==> src/rtl/sync_fifo_param.sv <==
// Single-clock parameterised FIFO with occupancy count, programmable threshold
// flags, sticky error flags and a selectable registered or fall-through read port.
module sync_fifo_param #(
  parameter int DATA_W    = 6,
  parameter int DEPTH     = 8,
  parameter int AF_THRESH = DEPTH - 2,
  parameter int AE_THRESH = 2,
  parameter int FWFT      = 0
) (
  input  logic                       clk,
  input  logic                       srst_n,
  input  logic                       write_enable,
  input  logic                       read_enable,
  input  logic                       clr_err,
  input  logic [DATA_W-1:0]          data_i,
  output logic [DATA_W-1:0]          data_o,
  output logic                       data_valid,
  output logic                       full,
  output logic                       empty,
  output logic                       almost_full,
  output logic                       almost_empty,
  output logic [$clog2(DEPTH):0]     count,
  output logic                       overflow,
  output logic                       underflow
);

  localparam int AW = $clog2(DEPTH);
  localparam int CW = AW + 1;

  logic [DATA_W-1:0] r_mem [DEPTH];
  logic [AW-1:0]     r_wr_ptr;
  logic [AW-1:0]     r_rd_ptr;
  logic [CW-1:0]     r_count;
  logic              r_full;
  logic              r_empty;
  logic              r_almost_full;
  logic              r_almost_empty;
  logic              r_overflow;
  logic              r_underflow;

  logic              w_wr_acc;
  logic              w_rd_acc;
  logic [CW-1:0]     w_count_next;

  // NOTE: every signal driven here gets a default first, so no path can leave
  // it unassigned and infer a latch.
  always_comb begin
    w_wr_acc     = 1'b0;
    w_rd_acc     = 1'b0;
    w_count_next = r_count;
    // Acceptance uses the registered flags only, so a write while full is
    // refused even when a read frees a slot in the same cycle.
    w_wr_acc     = write_enable & ~r_full;
    w_rd_acc     = read_enable & ~r_empty;
    w_count_next = r_count + CW'(w_wr_acc) - CW'(w_rd_acc);
  end

  // NOTE: the storage array has no reset so it can map onto RAM primitives;
  // stale words are unreachable because the pointers and count are reset.
  always_ff @(posedge clk) begin
    if (w_wr_acc) begin
      r_mem[r_wr_ptr] <= data_i;
    end
  end

  // NOTE: sequential state uses non-blocking assignments so every register
  // samples the pre-edge values regardless of statement order.
  always_ff @(posedge clk) begin
    if (!srst_n) begin
      r_wr_ptr       <= '0;
      r_rd_ptr       <= '0;
      r_count        <= '0;
      r_full         <= 1'b0;
      r_empty        <= 1'b1;
      r_almost_full  <= 1'b0;
      r_almost_empty <= 1'b1;
    end else begin
      if (w_wr_acc) r_wr_ptr <= r_wr_ptr + AW'(1);
      if (w_rd_acc) r_rd_ptr <= r_rd_ptr + AW'(1);
      r_count        <= w_count_next;
      r_full         <= (w_count_next == CW'(DEPTH));
      r_empty        <= (w_count_next == '0);
      r_almost_full  <= (w_count_next >= CW'(AF_THRESH));
      r_almost_empty <= (w_count_next <= CW'(AE_THRESH));
    end
  end

  // Error flags: a new error in the same cycle as clr_err keeps the flag set.
  always_ff @(posedge clk) begin
    if (!srst_n) begin
      r_overflow  <= 1'b0;
      r_underflow <= 1'b0;
    end else begin
      if (write_enable && r_full) r_overflow <= 1'b1;
      else if (clr_err)           r_overflow <= 1'b0;
      if (read_enable && r_empty) r_underflow <= 1'b1;
      else if (clr_err)           r_underflow <= 1'b0;
    end
  end

  generate
    if (FWFT != 0) begin : g_fwft
      // Head word is presented combinationally; forced to zero while empty.
      assign data_o     = r_empty ? '0 : r_mem[r_rd_ptr];
      assign data_valid = ~r_empty;
    end else begin : g_reg
      logic [DATA_W-1:0] r_data;
      logic              r_valid;

      always_ff @(posedge clk) begin
        if (!srst_n) begin
          r_data  <= '0;
          r_valid <= 1'b0;
        end else begin
          r_valid <= w_rd_acc;
          if (w_rd_acc) r_data <= r_mem[r_rd_ptr];
        end
      end

      assign data_o     = r_data;
      assign data_valid = r_valid;
    end
  endgenerate

  assign full         = r_full;
  assign empty        = r_empty;
  assign almost_full  = r_almost_full;
  assign almost_empty = r_almost_empty;
  assign count        = r_count;
  assign overflow     = r_overflow;
  assign underflow    = r_underflow;

endmodule
==> config.mk <==
export PLATFORM = sky130hd
export DESIGN_NAME = sync_fifo_param
export DESIGN_NICKNAME = d
export VERILOG_FILES = /design/src/rtl/sync_fifo_param.sv
export SDC_FILE = /design/constraint.sdc
export NUM_CORES = 1
export LEC_CHECK = 0
export CORE_MARGIN = 4
export CORE_UTILIZATION = 55
export CTS_CLUSTER_DIAMETER = 40
export DETAILED_ROUTE_END_ITERATION = 10
export PLACE_DENSITY = 0.84
export SLEW_MARGIN = 5
export SYNTH_ARGS = -nofsm -noshare
export SYNTH_HDL_FRONTEND = slang
export SYNTH_SLANG_ARGS = --single-unit
==> constraint.sdc <==
create_clock -name clk -period 2.55 [get_ports clk]
set_clock_uncertainty 0.1 [all_clocks]
set_input_delay 0.3825 -clock clk [delete_from_list [all_inputs] [get_ports clk]]
set_output_delay 0.3825 -clock clk [all_outputs]
set_load 0.02 [all_outputs]
# Word-level counts from Yosys, hierarchy flattened
# Memory sizes are Yosys's and may differ from the RTL's. A register that Yosys moved wholly into a read port is not among the register bits.
# Cells that the tools add are included.
[op_classes]
add_sub_neg = 4
order_cmp = 2
eq_ne = 1
n_mux = 5
n_bitwise = 4
n_reduce_logical = 6
[op_table]
columns = ["cell", "n"]
rows = [
  ["$add A3 B1 Y3 const B", 2],
  ["$mux W1", 5],
  ["$add A4 B1 Y4", 1],
  ["$eq A4 B4 Y1 const B", 1],
  ["$ge A4 B3 Y1 const B", 1],
  ["$le A4 B2 Y1 const B", 1],
  ["$logic_not A4 Y1", 1],
  ["$reduce_bool A2 Y1", 2],
  ["$sub A4 B1 Y4", 1],
  ["$and A1 B1 Y1", 2],
  ["$logic_and A1 B1 Y1", 2],
  ["$not A1 Y1", 2],
  ["$logic_not A1 Y1", 1],
]
[totals]
regBits = 17
ramBits = 48
out_inout_bits = 17
wordCells = 33
n_memories = 1
[memory_table]
columns = ["memory", "words", "width", "read_ports", "rd_ports_with_merged_regs", "wr", "line_no", "rtl"]
rows = [
  ["r_mem", 8, 6, 1, 1, 1, "30", "logic [DATA_W-1:0] r_mem [DEPTH];"],
]

# Logic depth before layout (Yosys ltp)
[depth]
word_depth = 5
depth_mapped = 11
ltp_nobuf = 10

# Worst setup path after synthesis
# OpenSTA, ideal clock, no wires.
[synth_timing]
path_kind = "reg-to-reg"
from = "reg r_empty, in the netlist empty"
to = "reg r_full, in the netlist full"
setup_time_ns = 0.115
t_arrival_ns = 2.211
required_time_ns = 2.335
setup_slack_ns = 0.123
stages_incl_launch_ff = 12
cell_sequence = "dfxtp_1 nor2b_1 buf_2 buf_2 ha_1 inv_1 ha_1 inv_1 fa_1 xnor2_1 nor3_1 and3_1"
[synth_via]
elab_chain_len = 4
[synth_lines]
columns = ["item", "line_no", "rtl"]
rows = [
  ["start: declaration", "35", "logic r_empty;"],
  ["start signal: assignment", "82", "r_empty <= (w_count_next == '0);"],
  ["$not A1 Y1", "54", "w_rd_acc = read_enable & ~r_empty;"],
  ["$and A1 B1 Y1", "54", ""],
  ["named net w_rd_acc", "42", "logic w_rd_acc;"],
  ["$sub A4 B1 Y4", "55", "w_count_next = r_count + CW'(w_wr_acc) - CW'(w_rd_acc);"],
  ["$eq A4 B4 Y1", "81", "r_full <= (w_count_next == CW'(DEPTH));"],
  ["end signal: assignment", "81", ""],
  ["end: declaration", "34", "logic r_full;"],
]
# The timed path passes the listed nets, and every way through them passes these cells.
# A chain may end at the register's enable or synchronous reset.

# Worst setup path in the final report
[layout_timing]
from = "in write_enable"
to = "reg r_almost_full, in the netlist almost_full"
[layout_via]
elab_chain_len = 4
[layout_lines]
columns = ["item", "line_no", "rtl"]
rows = [
  ["start: declaration", "12", "input logic write_enable,"],
  ["$and A1 B1 Y1", "53", "w_wr_acc = write_enable & ~r_full;"],
  ["$add A4 B1 Y4", "55", ""],
  ["$sub A4 B1 Y4", "55", ""],
  ["$ge A4 B3 Y1", "83", "r_almost_full <= (w_count_next >= CW'(AF_THRESH));"],
  ["end signal: assignment", "83", ""],
  ["end: declaration", "36", "logic r_almost_full;"],
]
# Every way passes these cells.

==> flow_metrics.tcl <==
set metrics [dict create \
    status "finished, final reports clean" \
    critPathLaunchType "input port" \
    vias 1682 \
    cpLargestDelayFamily "adder cells" \
    crit_buf_inv 4 \
    maxSlewViolCount 0 \
    path_class "in2reg" \
    hp-class "reg2reg" \
    final_area_sq_um 3480 \
    place_inst 307 \
    period_share 0.947 \
    synth_top_cell_by_area "edfxtp_1" \
    clk_latency_ns 0.33 \
    drive_gt1_frac 0.137 \
    drc 0 \
    synth.ff_latch_count 71 \
    firstDrtPassIters 4 \
    netlist_instances 203 \
    arrival_ns 2.54 \
    grt_max_degree 27 \
    design_power_total_mw 3.29 \
    slowest_stage "clkdlybuf4s50_1" \
    wire_per_inst_um 16.4 \
    fp.dieArea_sq_um 6400 \
    yosysWarnings 0 \
    core-area_sq_um 4880 \
    die_w_um 80.0 \
    crit_path_frequent_cell "inv_1" \
    busiest_layer "met2" \
    dpl_cell_area_sq_um 3270 \
    ios 28 \
    setup_viol 0 \
    max_freq_ghz 0.414 \
    syn2layout_area_growth_pct 22.1 \
    grt_overflow 0 \
    required_ns 2.68 \
    synth.avg_cell_area_sq_um 14.1 \
    slew_headroom 0.574 \
    yosysTopAreaCellShare 0.505 \
    drtIter0Drc 120 \
    final_common_cell "edfxtp_1" \
    post-cts-setup-buffer-count 0 \
    worstPathMaxFanout 5 \
    start_util 0.585 \
    max_stage_delay_ns 0.47 \
    power_leakage_nw 1.28 \
    synth_cell_types 30 \
    grt_pass1_vias 1734 \
    fin_crit_ns 2.42 \
    crit_path_end_kind "flip-flop" \
    clk_path_buf_depth 2 \
    maxCapViolCount 0 \
    rsz0062_at_grt "false" \
    syn_area_sq_um 2850 \
    finalWirelength_um 5270 \
    grt_pass1_wl_um 8420 \
    cts_root_buf "clkbuf_8" \
    ctsHtreeMaxLevel 3 \
    numCtsBuffers 9 \
    path_cells "clkdlybuf4s50_1, nor2b_1, inv_1, ha_1, inv_1, ha_1, inv_1, fa_1, xnor2_2, and2_1, o21a_1" \
    finalSetupTns_ns 0 \
    routed_via_density 5.22 \
    hold_violations 0 \
    syn_nets 221 \
    tightest_slew_ns 0.638 \
    grt_usage 0.183 \
    synth-seq-area-share 0.667 \
    row_count 25 \
    io_buffers 27 \
    cts.reportedPaths.clkPinSlew_ns 0.07 \
    stdcell_count 322 \
    final_antenna_net_count 0 \
    worst_ir_drop_vdd_mv 0.821 \
    finalNetCount 269 \
    antenna_found_initial 0 \
    ctsHoldBuffers 0 \
    fp.dieH_um 80.0 \
    grt_use_met3 0.0485 \
    final_cell_mix "edfxtp_1, clkdlybuf4s50_1, mux2i_1, dfxtp_1, buf_4" \
    place_congestion 0.760 \
    cts_tree "yes" \
    ys_top_cells_by_area "edfxtp_1, dfxtp_1, mux2i_1" \
    cts.sinks 71 \
    power_density_nw_per_um2 944 \
    dp_hpwl_um 3610 \
    met1_usage 0.216 \
    met2_usage 0.310 \
    num_antenna_cells 0 \
]
-- sequential cells by signal, indices dropped and copies added, names as in the netlist --
name,count
almost_empty,1
almost_full,1
count,4
data_o,6
data_valid,1
empty,1
full,1
overflow,1
r_mem,48
r_rd_ptr,3
r_wr_ptr,3
underflow,1
-- worst paths after layout --
| path | start | end | slack (ns) | depth (start not counted) |
|---|---|---|---|---|
| max | write_enable | almost_full$_SDFF_PN0_ | 0.13 | 11 |
| min | r_wr_ptr[0]$_SDFFE_PN0P_ | r_wr_ptr[0]$_SDFFE_PN0P_ | 0.40 | 2 |
| max reg2reg | full$_SDFF_PN0_ | almost_full$_SDFF_PN0_ | 0.34 | 10 |
| min reg2reg | r_wr_ptr[0]$_SDFFE_PN0P_ | r_wr_ptr[0]$_SDFFE_PN0P_ | 0.40 | 2 |
-- routing by layer --
layer	wire [um]	share of wire
met3	267	0.051
met4	18	0.0034
met5	0	0
met1	2180	0.41
met2	2800	0.53
-- tightest hold or removal path: stages, from the launching register on --
cell and delay, ns:
dfxtp_1 0.33, nand2_1 0.06, a21boi_0 0.06
-- per-stage QoR --
step	hold slack [ns]	worst slack (ns)	util
after global routing	0.441	0.0410	0.714
after global placement	0.387	-0.231	0.671
after detailed placement	0.397	-0.260	0.671
after CTS	0.407	0.0964	0.712
final	0.403	0.134	0.714
after floorplan	0.369	0.123	-
-- where the power goes --
group          leakage (nW)  internal, mW  switching, mW
clock network         0.106         0.490          0.384
registers             0.625          1.37         0.0701
logic                 0.548         0.460          0.510
total                  1.28          2.32          0.964
-- cell type report --
type                       count  area [sq um]
clock buffer                  13           191
clock inverter                 2          10.0
fill                         328          1400
inverter                       8          30.0
multi-input combinational    116           861
sequential                    71          1900
tap                           67          83.8
timing repair buffer          45           405
-- cells in the mapped netlist --
cell type  instances
clkbuf_1           2
a21boi_0           2
mux2i_1           25
buf_2              2
edfxtp_1          48
a21oi_1            6
a22oi_1           14
o31ai_1            1
and3_1             1
o21ai_0            6
xor2_1             1
buf_6              1
a21o_1             1
buf_8              1
ha_1               6
nor2_1             7
nor3_1             3
buf_1              1
a21oi_2            1
xnor2_1            5
fa_1               1
o41ai_2            1
and2_1             9
nand2b_1           3
o21a_1             1
buf_12             1
nor2b_1            9
inv_1              8
dfxtp_1           23
nand2_1           13
-- what timing repair did --
item / CTS / global route
resized for setup: 0 / 1
hold endpoints to repair: 0 / 0
setup endpoints to repair: 0 / 2
-- kinds of logic (layout without fill, tap and decap cells) --
logic type,Yosys count,after routing,synth area share
fa+ha+maj,7,7,0.0333
simple gates,45,45,0.0798
buf+inv,16,68,0.0342
flops,71,71,0.667
compound gates,33,33,0.0798
mux,25,25,0.0877
xor+xnor,6,6,0.0184
(Power assumes the default switching activity.)
